**src/rtl/cipher_shift_pipe_n.sv**
```systemverilog
// cipher_shift_pipe_n: multi-lane Caesar shift stage with a two-deep valid/ready pipeline.
// Upper, lower and (optionally) digit bytes rotate within their own alphabet by
// k = shift_amt + rot_cnt. rot_cnt steps every rot_freq accepted beats and restarts on msg_start.
// Ports:
//   clk, rst            clock, asynchronous active-low reset
//   in_valid/in_ready   input handshake (in_ready is combinational from pipeline state)
//   in_data/in_keep     LANES bytes, lane i = in_data[8i+7:8i], per-lane keep
//   mode                0 encrypt, 1 decrypt (sampled per beat)
//   shift_amt           base key (sampled per beat)
//   rot_freq            key-step period in beats, 0 = no rotation (sampled per beat)
//   msg_start           first beat of a message; restarts the key rotation
//   out_valid/out_ready output handshake
//   out_data/out_keep   transformed bytes and delayed keep, registered
module cipher_shift_pipe_n #(
    parameter int unsigned LANES    = 4,
    parameter int unsigned SHIFT_W  = 5,
    parameter bit          DIGIT_EN = 1'b1
) (
    input  logic                 clk,
    input  logic                 rst,
    input  logic                 in_valid,
    output logic                 in_ready,
    input  logic [8*LANES-1:0]   in_data,
    input  logic [LANES-1:0]     in_keep,
    input  logic                 mode,
    input  logic [SHIFT_W-1:0]   shift_amt,
    input  logic [2:0]           rot_freq,
    input  logic                 msg_start,
    output logic                 out_valid,
    input  logic                 out_ready,
    output logic [8*LANES-1:0]   out_data,
    output logic [LANES-1:0]     out_keep
);

    // Key width: holds 2^SHIFT_W-1 + 25 without truncation.
    localparam int unsigned KW = ((SHIFT_W > 5) ? SHIFT_W : 5) + 1;

    localparam logic [1:0] CLS_PASS  = 2'd0;
    localparam logic [1:0] CLS_UPPER = 2'd1;
    localparam logic [1:0] CLS_LOWER = 2'd2;
    localparam logic [1:0] CLS_DIGIT = 2'd3;

    // Pipeline state
    logic                 rdy_en;
    logic                 s1_v;
    logic [2*LANES-1:0]   s1_cls;
    logic [5*LANES-1:0]   s1_idx;
    logic [8*LANES-1:0]   s1_byte;
    logic [LANES-1:0]     s1_keep;
    logic                 s1_mode;
    logic [KW-1:0]        s1_key;
    logic [4:0]           rot_cnt;
    logic [2:0]           beat_cnt;

    // Combinational helpers
    logic                 s2_adv;
    logic                 s1_adv;
    logic                 accept;
    logic [2*LANES-1:0]   cls_c;
    logic [5*LANES-1:0]   idx_c;
    logic [4:0]           rot_base;
    logic [2:0]           beat_base;
    logic [4:0]           rot_nxt;
    logic [2:0]           beat_nxt;
    logic [KW-1:0]        key_c;
    logic [4:0]           km26;
    logic [4:0]           km10;
    logic [1:0]           cls;
    logic [5:0]           modv;
    logic [5:0]           kmv;
    logic [5:0]           sum;
    logic [7:0]           basev;
    logic [8*LANES-1:0]   s2_data_c;

    // Handshake: S2 drains when empty or accepted downstream, S1 follows.
    // rdy_en keeps in_ready low until the first edge after reset release.
    always_comb begin
        s2_adv   = !out_valid || out_ready;
        s1_adv   = s1_v && s2_adv;
        in_ready = rdy_en && (!s1_v || s1_adv);
        accept   = in_valid && in_ready;
    end

    // Lane classification into alphabet class and index.
    always_comb begin
        cls_c = '0;
        idx_c = '0;
        for (int unsigned i = 0; i < LANES; i++) begin
            if (in_data[8*i +: 8] >= 8'h41 && in_data[8*i +: 8] <= 8'h5A) begin
                cls_c[2*i +: 2] = CLS_UPPER;
                idx_c[5*i +: 5] = 5'(in_data[8*i +: 8] - 8'h41);
            end else if (in_data[8*i +: 8] >= 8'h61 && in_data[8*i +: 8] <= 8'h7A) begin
                cls_c[2*i +: 2] = CLS_LOWER;
                idx_c[5*i +: 5] = 5'(in_data[8*i +: 8] - 8'h61);
            end else if (DIGIT_EN && in_data[8*i +: 8] >= 8'h30 && in_data[8*i +: 8] <= 8'h39) begin
                cls_c[2*i +: 2] = CLS_DIGIT;
                idx_c[5*i +: 5] = 5'(in_data[8*i +: 8] - 8'h30);
            end
        end
    end

    // Effective key and rotation step; msg_start reloads counters before stepping.
    always_comb begin
        rot_base  = msg_start ? 5'd0 : rot_cnt;
        beat_base = msg_start ? 3'd0 : beat_cnt;
        key_c     = KW'(shift_amt) + KW'(rot_base);
        rot_nxt   = rot_base;
        beat_nxt  = beat_base;
        if (rot_freq == 3'd0) begin
            rot_nxt  = 5'd0;
            beat_nxt = 3'd0;
        end else if (4'(beat_base) + 4'd1 >= 4'(rot_freq)) begin
            beat_nxt = 3'd0;
            rot_nxt  = (rot_base == 5'd25) ? 5'd0 : rot_base + 5'd1;
        end else begin
            beat_nxt = beat_base + 3'd1;
        end
    end

    // Rotation of S1 lanes; sum < 2*modulus so one conditional subtract suffices.
    always_comb begin
        s2_data_c = '0;
        km26      = 5'(s1_key % KW'(26));
        km10      = 5'(s1_key % KW'(10));
        cls       = CLS_PASS;
        modv      = 6'd26;
        kmv       = 6'd0;
        sum       = 6'd0;
        basev     = 8'h41;
        for (int unsigned i = 0; i < LANES; i++) begin
            cls   = s1_cls[2*i +: 2];
            modv  = 6'd26;
            kmv   = 6'(km26);
            basev = 8'h41;
            if (cls == CLS_LOWER) begin
                basev = 8'h61;
            end else if (cls == CLS_DIGIT) begin
                modv  = 6'd10;
                kmv   = 6'(km10);
                basev = 8'h30;
            end
            if (s1_mode) begin
                sum = 6'(s1_idx[5*i +: 5]) + modv - kmv;
            end else begin
                sum = 6'(s1_idx[5*i +: 5]) + kmv;
            end
            if (sum >= modv) begin
                sum = sum - modv;
            end
            if (s1_keep[i]) begin
                s2_data_c[8*i +: 8] = (cls == CLS_PASS) ? s1_byte[8*i +: 8] : basev + 8'(sum);
            end
        end
    end

    // Stage registers and key-rotation counters.
    always_ff @(posedge clk or negedge rst) begin
        if (!rst) begin
            rdy_en    <= 1'b0;
            s1_v      <= 1'b0;
            s1_cls    <= '0;
            s1_idx    <= '0;
            s1_byte   <= '0;
            s1_keep   <= '0;
            s1_mode   <= 1'b0;
            s1_key    <= '0;
            rot_cnt   <= 5'd0;
            beat_cnt  <= 3'd0;
            out_valid <= 1'b0;
            out_data  <= '0;
            out_keep  <= '0;
        end else begin
            rdy_en <= 1'b1;
            if (accept) begin
                s1_v     <= 1'b1;
                s1_cls   <= cls_c;
                s1_idx   <= idx_c;
                s1_byte  <= in_data;
                s1_keep  <= in_keep;
                s1_mode  <= mode;
                s1_key   <= key_c;
                rot_cnt  <= rot_nxt;
                beat_cnt <= beat_nxt;
            end else if (s1_adv) begin
                s1_v <= 1'b0;
            end
            if (s2_adv) begin
                out_valid <= s1_v;
                if (s1_v) begin
                    out_data <= s2_data_c;
                    out_keep <= s1_keep;
                end
            end
        end
    end

endmodule
```
**config.mk**
```make
export PLATFORM = sky130hd
export DESIGN_NAME = cipher_shift_pipe_n
export DESIGN_NICKNAME = d
export VERILOG_FILES = /design/src/rtl/cipher_shift_pipe_n.sv
export SDC_FILE = /design/constraint.sdc
export NUM_CORES = 1
export LEC_CHECK = 0
export ABC_CLOCK_PERIOD_IN_PS = 17600
export BUFFER_PORTS_ARGS = -buffer_cell sky130_fd_sc_hd__buf_2
export CORE_MARGIN = 3
export CORE_UTILIZATION = 45
export CTS_CLUSTER_SIZE = 12
export DETAILED_ROUTE_END_ITERATION = 7
export SLEW_MARGIN = 10
export SYNTH_ARGS = -nofsm -noshare
export SYNTH_HDL_FRONTEND = slang
export SYNTH_SLANG_ARGS = --single-unit
export TNS_END_PERCENT = 10
```
**constraint.sdc**
```tcl
create_clock -name clk -period 17.6 [get_ports clk]
set_input_delay 1.76 -clock clk [delete_from_list [all_inputs] [get_ports clk]]
set_output_delay 1.76 -clock clk [all_outputs]
set_load 0.02 [all_outputs]
```
# After elaboration in Yosys (flattened, before gate mapping)
# Cells that the tools add are included.
# op_classes
n_addsub,36
div_mod_pow,2
order_cmp,29
n_eq_ne,9
n_mux,73
reduce_logical,26
# op_table
operator,count
$mux W5,32
$ge A8 B7 Y1 const B,8
$le A8 B7 Y1 const B,8
$mux W8,8
$mux W7,8
$add A5 B6 Y6,8
$mux W6,8
$sub A6 B6 Y6,8
$sub A5 B1 Y5 const B,8
$add A8 B6 Y8,4
$ge A8 B6 Y1 const B,4
$le A8 B6 Y1 const B,4
$ge A6 B6 Y1,4
$mux W2,12
$sub A5 B5 Y5 const B,4
$eq A2 B2 Y1 const B,8
$logic_and A1 B1 Y1,15
$mux W3,3
$logic_not A2 Y1,4
$add A5 B5 Y6,1
$mod A6 B4 Y6 const B,1
$mod A6 B5 Y6 const B,1
$add A5 B1 Y5 const B,1
$eq A5 B5 Y1 const B,1
9 further kinds,12
# word_totals
ff_bits,118
input_bits,50
output_inout_bits,38
elab_cells,188

# Depth between registers and ports, before layout
# Gate-level depths: netlist of run 1.
# logic_depth
word_depth,11
ltp_mapped,33
mapped_depth_nobuf,33

# Worst setup path before layout of run 1
# No wires, ideal clock.
# synth_timing
kind,reg-to-reg
startpoint,register s1_key[3]
endpoint,register out_data[5]
setup_time_ns,0.120
arrival_ns,6.021
path_slack_ns,11.459
stages_incl_launch_ff,29
n_path_buf,0
cell_sequence,dfrtp_1 inv_1 ha_1 or3b_2 a311oi_2 nor2_1 a21oi_1 nand2_1 o21ai_2 nor2b_1 xnor2_1 mux2i_1 ha_1 inv_1 ha_1 a21oi_1 o21ai_0 xor2_1 nand2_1 o21ai_0 ha_1 or3_1 o32a_4 a211oi_1 ha_1 and2_1 a211o_1 a32o_1 a31o_1
# synth_via
elab_chain_cells,10
elab_cells_between_ends,13
# synth_lines
item,line_no,rtl
start: declaration,51,logic [KW-1:0] s1_key;
start signal: assignment,181,s1_key <= key_c;
$mod A6 B5 Y6 or $mod A6 B4 Y6 (tied branches),"123, 124",
$mux W5,137,end else if (cls == CLS_DIGIT) begin
$mux W5 *,135,if (cls == CLS_LOWER) begin
$add A5 B6 Y6 or $sub A6 B6 Y6 (tied branches),"145, 143",
$mux W6 *,142,if (s1_mode) begin
$sub A6 B6 Y6 or $ge A6 B6 Y1 (tied branches),"148, 147",
$mux W6 *,147,if (sum >= modv) begin
$add A8 B6 Y8 *,151,s2_data_c[8*i +: 8] = (cls == CLS_PASS) ? s1_byte[8*i +: 8] : basev + 8'(sum);
$mux W8 *,151,
$mux W8 *,150,if (s1_keep[i]) begin
end signal: assignment,190,out_data <= s2_data_c;
end: declaration,31,"output logic [8*LANES-1:0] out_data,"
# Mark *: on every way between the ends. The rest lies on a longest branch, timed or not.
# A chain may end at the register's enable or synchronous reset.

# Worst setup path after layout of run 1
# layout_timing
startpoint,register s1_key[3]
endpoint,register out_data[6]
# Same word-level chain as after synthesis.

==> results of run 1 <==
## cell usage in the layout (no fill, tap or decap), types with 22 or more instances in the layout
master   Yosys  routed
ha_1       104     104
inv_1      106     106
xor2_1      32      32
dfrtp_1    118     118
mux2i_1     22      22
nand2_1    234     233
o21ai_0     92      92
a21oi_1     72      72
nor2_1      98      98
buf_2        4      86
xnor2_1     25      25
## registers in the layout, indices dropped and copies added (netlist names), 3 cells and up
register,count
s1_idx,20
s1_keep,4
rot_cnt,5
s1_key,6
beat_cnt,3
out_keep,4
s1_cls,8
out_data,32
s1_byte,32
## power breakdown
part           leakage [nW]  internal [mW]  switching (mW)
Combinational          3.73          0.474           0.703
Sequential             1.51          0.327          0.0481
Clock                 0.276          0.212           0.133
## cell type report
| class | instances | area (sq um) |
|---|---|---|
| Fill cell | 2146 | 10600 |
| Multi-Input combinational cell | 991 | 6590 |
| Sequential cell | 118 | 2950 |
| Timing Repair Buffer | 95 | 498 |
| Clock buffer | 20 | 447 |
| Inverter | 106 | 398 |
| Tap cell | 280 | 350 |
| Clock inverter | 12 | 129 |
## worst min path at each step
stage           startpoint          end  slack [ns]  depth (start not counted)
3_3_place_gp   out_keep[2]  out_keep[2]        0.46                          2
6_report       out_data[6]  out_data[6]        0.46                          2
2_1_floorplan  s1_byte[10]  s1_byte[10]        0.44                          2
3_5_place_dp   out_data[6]  out_data[6]        0.45                          2
4_1_cts        out_data[6]  out_data[6]        0.47                          2
5_1_grt        s1_byte[26]  s1_byte[26]        0.50                          2
## logic make-up after synthesis
| group | count (synthesis) | synth area share (%) |
|---|---|---|
| buffers and inverters | 156 | 5.90 |
| AO/OA/AOI/OAI | 324 | 20.9 |
| XOR/XNOR | 57 | 4.93 |
| adder cells (fa/ha/maj) | 117 | 15.4 |
| AND/OR/NAND/NOR | 464 | 20.8 |
| other | 1 | 0.0370 |
| flip-flops | 118 | 29.1 |
| multiplexers | 28 | 2.84 |
## routing by layer
metal	track usage, %	vias up	share of wire [%]
met5	0	-	0
met3	3.74	23	3.1
met4	4.25	0	1.0
met1	29.4	4246	48
li1	-	4539	-
met2	36.4	164	48
## worst min-delay path: cells and delay by family (launching register included)
kind,cells,cell delay [ns]
DFF,1,0.34
and+or+nand+nor,2,0.09
==> flow_summary.yaml, run 1 <==
sta:
  max_slew_margin_pct: 35.1
  grt_setup_unrepaired: "no"
  setup_ws_ns: 10.54
  final_hold_viol_count: 0
  whs_ns: 0.461
  tightest_slew_ns: 0.973
  drv_slew: 0
  clock.fmax_mhz: 142
  fin_crit_ns: 7.06
  fin_skew_ns: 0.0109
  layout_worst_path_cycle_share_pct: 40.1
  setup_violations: 0
  finalSetupTns_ns: 0
drt:
  routed_wl_microns: 25600
  wl_per_cell_microns: 15.8
  dr.pass1.iters: 5
  vias: 8972
  post-route-drc-count: 0
  viasPerCell: 5.53
  antenna_violating_nets_post_route: 0
  drt_iter0_markers: 384
yosys:
  syn_nets: 1432
  yosysTopAreaCell: "dfrtp_1"
  synth-seq-area-share_pct: 29.1
  synth_warnings: 0
  syn_area_sq_mm: 0.0101
  synth_top_area_share_pct: 29.1
  synth_most_common_cell: "nand2_1"
  synth_cells: 1265
  synth_area_per_cell_sq_um: 8.01
  synthArstFlopShare_pct: 100
  yosys-top-cells-count: "nand2_1 (234), dfrtp_1 (118), inv_1 (106), ha_1 (104), nor2_1 (98)"
  synth_ff_type: "dfrtp_1"
  synth_seq_cells: 118
  synth_cell_types: 76
  synth.area.top_cells: "dfrtp_1 (29%), ha_1 (13%), nand2_1 (8.7%)"
  synth_edf_count: 0
clock_tree:
  postCtsSetupBuffers: 0
  clock_path_buffers: 2
  cts-root-buf: "clkbuf_16"
  numCtsBuffers: 17
  cts_sinks: 118
  clkSlewWorstSetupHoldPaths_ns: 0.06
  cts-hold-fix-buffers: 0
  clkLatencyLatePin_ns: 0.42
  htree_levels: 4
  cts.repair.resized: 0
  cts_tree: "done"
global_routing:
  overflow: 0
  grt.total_usage_pct: 21.6
  antenna_found_initial: 0
  grt_pass1_vias: 8718
  grt_pass1_wl_microns: 43400
  grt_max_degree: 82
flow_run:
  maxCapViolCount: 0
worst_setup_path:
  cp_slowest_cell: "dfrtp_1"
  worstSetupStartpointType: "flop"
  r2r_start: "s1_key[3]"
  endpoint_kind: "flop"
  slowest_delay_ns: 0.51
  arrival_ns: 7.35
  cp_num_buf_inv: 2
  critical_path_required_ns: 17.89
  crit_end: "out_data[6]"
  crit_top_cell: "ha_1"
  crit_type: "reg2reg"
  cp.depth: 29
  path_delay_family: "compound AO/OA/AOI/OAI gates"
  reg2reg_depth: 29
  worstPathMaxFanout: 13
  cp-startpoint: "s1_key[3]"
  r2r_end: "out_data[6]"
  worst-r2r-setup-slack_ns: 10.54
die:
  die-area_sq_mm: 0.0244
  io_pins: 88
  die_w_microns: 156
  initial_core_util_pct: 46.2
  std_cell_rows: 54
  die_h_microns: 156
  core_area_sq_mm: 0.0220
power_and_ir_drop:
  p_per_area_mw_per_mm2: 167
  worst_ir_drop_vdd_v: 0.0000774
  power.leakage_nw: 5.52
  p_total_mw: 1.90
final_layout:
  utilization_pct: 51.7
  layout.cells.non_filler: 1622
  layout-drive-gt1-share_pct: 11.7
  area_growth_pct: 12.1
  antenna_cells: 0
  fin_area_sq_mm: 0.0114
  finalNetCount: 1496
worst_hold_path:
  hp-class: "reg2reg"
place:
  pre_cts_slack_ns: 10.63
  numPortBuffers: 87
  place_hpwl_microns: 18800
  placed_cells: 1590
  postPlaceCellArea_sq_mm: 0.0108
  place.gp.congestion: 0.833
run_status:
  status: "completed"
(Power assumes the default switching activity.)
==> inputs of run 2 (changes only) <==
--- a/config.mk
+++ b/config.mk
@@ -5,7 +5,8 @@
 export SDC_FILE = /design/constraint.sdc
 export NUM_CORES = 1
 export LEC_CHECK = 0
-export ABC_CLOCK_PERIOD_IN_PS = 17600
+export ABC_AREA = 1
+export ABC_CLOCK_PERIOD_IN_PS = 7000
 export BUFFER_PORTS_ARGS = -buffer_cell sky130_fd_sc_hd__buf_2
 export CORE_MARGIN = 3
 export CORE_UTILIZATION = 45
==> constraint.sdc (replaced) <==
create_clock -name clk -period 7 [get_ports clk]
set_input_delay 0.7 -clock clk [delete_from_list [all_inputs] [get_ports clk]]
set_output_delay 0.7 -clock clk [all_outputs]
set_load 0.02 [all_outputs]
==> flow_summary.yaml, run 2 <==
place:
  pre_cts_slack_ns: 1.24
  numPortBuffers: 87
  place.gp.congestion: 0.881
  place_hpwl_microns: 18400
sta:
  setup_ws_ns: 1.21
  clock.fmax_mhz: 173
  setup_violations: 0
  final_hold_viol_count: 0
  layout_worst_path_cycle_share_pct: 82.7
  fin_skew_ns: 0.0111
  fin_crit_ns: 5.79
  grt_setup_unrepaired: "no"
  max_slew_margin_pct: 34.7
  tightest_slew_ns: 0.978
  drv_slew: 0
  finalSetupTns_ns: 0
worst_setup_path:
  r2r_start: "s1_key[2]"
  reg2reg_depth: 33
  critical_path_required_ns: 7.31
  arrival_ns: 6.10
  cp-startpoint: "s1_key[2]"
  crit_type: "reg2reg"
  path_delay_family: "compound AO/OA/AOI/OAI gates"
  worstPathMaxFanout: 7
  cp.depth: 33
  cp_num_buf_inv: 7
  crit_end: "out_data[31]"
  cp_slowest_cell: "dfrtp_1"
  worstSetupStartpointType: "flop"
  endpoint_kind: "flop"
  worst-r2r-setup-slack_ns: 1.21
  r2r_end: "out_data[31]"
  slowest_delay_ns: 0.44
clock_tree:
  clkSlewWorstSetupHoldPaths_ns: 0.06
  clkLatencyLatePin_ns: 0.42
  clock_path_buffers: 2
  cts_sinks: 118
  cts-hold-fix-buffers: 0
  cts-root-buf: "clkbuf_16"
  numCtsBuffers: 17
  postCtsSetupBuffers: 0
  cts.repair.resized: 0
  htree_levels: 4
  cts_tree: "done"
drt:
  drt_iter0_markers: 422
  wl_met3_microns: 903
  wl_met1_microns: 12100
  routed_wl_microns: 24600
  dr.pass1.iters: 6
  antenna_violating_nets_post_route: 0
  post-route-drc-count: 0
  viasPerCell: 5.10
  met2_length_microns: 11300
  vias: 9170
  wl_per_cell_microns: 13.7
  highest_layer: "met5"
power_and_ir_drop:
  switching_share_pct: 50.0
  seqPwrFrac_pct: 18.6
  pwr-share-clk_pct: 16.8
  p_sw_mw: 2.41
  internal_power_mw: 2.41
  power.leakage_nw: 6.25
  worst_ir_drop_vdd_v: 0.000154
  p_per_area_mw_per_mm2: 430
  comb_power_share_pct: 64.6
yosys:
  synth-seq-area-share_pct: 29.5
  synth_top_area_share_pct: 29.5
  yosysTopAreaCell: "dfrtp_1"
  synth_cells: 1432
  yosys.area_share.simple_pct: 28.1
  synth_cell_types: 53
  synth_top_family_by_area: "simple AND/OR/NAND/NOR gates"
  synthMuxAreaShare_pct: 0
  synth_edf_count: 0
  synth_most_common_cell: "nand2_1"
  synth.area.top_cells: "dfrtp_1 (29%), nand2_1 (16%), ha_1 (13%)"
  synth_ff_type: "dfrtp_1"
  synth_warnings: 0
  synthArstFlopShare_pct: 100
  syn_area_sq_mm: 0.0100
  synth_area_per_cell_sq_um: 7.00
  yosys-top-cells-count: "nand2_1 (421), inv_1 (212), dfrtp_1 (118), ha_1 (104), o21ai_0 (104)"
  synth-compound-area-share_pct: 14.3
  synthAdderAreaFrac_pct: 15.6
  synth-xor-area-share_pct: 2.86
  synth_seq_cells: 118
  syn_nets: 1599
final_layout:
  final_cell_mix: "nand2_1 (420), inv_1 (212), dfrtp_1 (118)"
  antenna_cells: 0
  top_regs: "out_data (32), s1_byte (32), s1_idx (20)"
  layout-drive-gt1-share_pct: 10.6
  area_growth_pct: 12.1
  finalNetCount: 1678
  final_common_cell: "nand2_1"
die:
  die_w_microns: 155
  initial_core_util_pct: 46.8
  std_cell_rows: 53
  core_area_sq_mm: 0.0214
  die_h_microns: 155
  io_pins: 88
  die-area_sq_mm: 0.0241
global_routing:
  antenna_found_initial: 1
  grt_pass1_wl_microns: 41900
  grt.total_usage_pct: 21.0
  overflow: 0
  grt_max_degree: 97
  grt_pass1_vias: 8862
flow_run:
  maxCapViolCount: 0
run_status:
  status: "completed"
worst_hold_path:
  hp-class: "in2async"
-- run 2: changes by cell type after synthesis, sizes merged, moves of 14 or more --
cell,before,now
inv,106,220
o21ai,97,118
clkbuf,42,27
nand3,14,81
nand2,234,428
nor2b,15,0
mux2i,22,0
xnor2,25,4
nand4,13,27
-- run 2: kinds of logic (layout without fill, tap and decap cells) --
group / after synthesis / after routing
and+or+nand+nor: 666 / 666
buffers and inverters: 251 / 343
AOI/OAI and AO/OA: 248 / 248
DFF: 118 / 118
adders and majority gates: 117 / 117
xor gates and xnor gates: 31 / 31
other: 1 / 1
-- run 2: power by group through the flow --
stage | Combinational [mW] | Clock [mW] | Sequential (mW)
2_1_floorplan | 2.39 | 0 | 0.965
3_3_place_gp | 3.06 | 0 | 0.908
3_5_place_dp | 3.11 | 0 | 0.909
4_1_cts | 3.13 | 0.833 | 0.898
5_1_grt | 3.62 | 0.853 | 0.914
6_report | 3.12 | 0.811 | 0.897
-- run 2: cell type report --
| class | instances | area (sq um) |
|---|---|---|
| well taps | 275 | 344 |
| clock buffers | 20 | 457 |
| repair buffers | 91 | 468 |
| clock inverters | 12 | 80.1 |
| flip-flops and latches | 118 | 2950 |
| fillers | 2148 | 10200 |
| inverters | 220 | 826 |
| multi-input cells | 1063 | 6110 |
-- run 2: per-layer routing --
metal	global-route usage, %	up-vias
met5	0	-
met4	5.71	2
met3	3.42	20
met2	34.5	152
met1	28.8	4188
li1	-	4808
-- run 2: per-stage QoR --
stage / area (sq um) / hold slack (ns) / power, mW / utilization (%) / std cells
after floorplan: 10000 / 0.404 / 3.35 / - / 1432
after global placement: 10700 / 0.458 / 3.97 / 49.9 / 1767
after detailed placement: 10700 / 0.460 / 4.02 / 49.9 / 1767
after CTS: 11200 / 0.254 / 4.86 / 52.5 / 1799
after global routing: 11200 / 0.281 / 5.39 / 52.5 / 1799
final: 11200 / 0.251 / 4.83 / 52.5 / 1799
-- run 2: worst min path at each step --
stage / to / cells past startpoint / slack (ns) / start
detailed placement: out_data[6] / 2 / 0.46 / out_data[6]
global placement: out_data[19] / 2 / 0.46 / out_data[19]
finish: out_data[11] / 1 / 0.25 / rst
CTS: out_data[11] / 1 / 0.25 / rst
floorplan: beat_cnt[0] / 0 / 0.40 / rst
global route: out_data[11] / 1 / 0.28 / rst
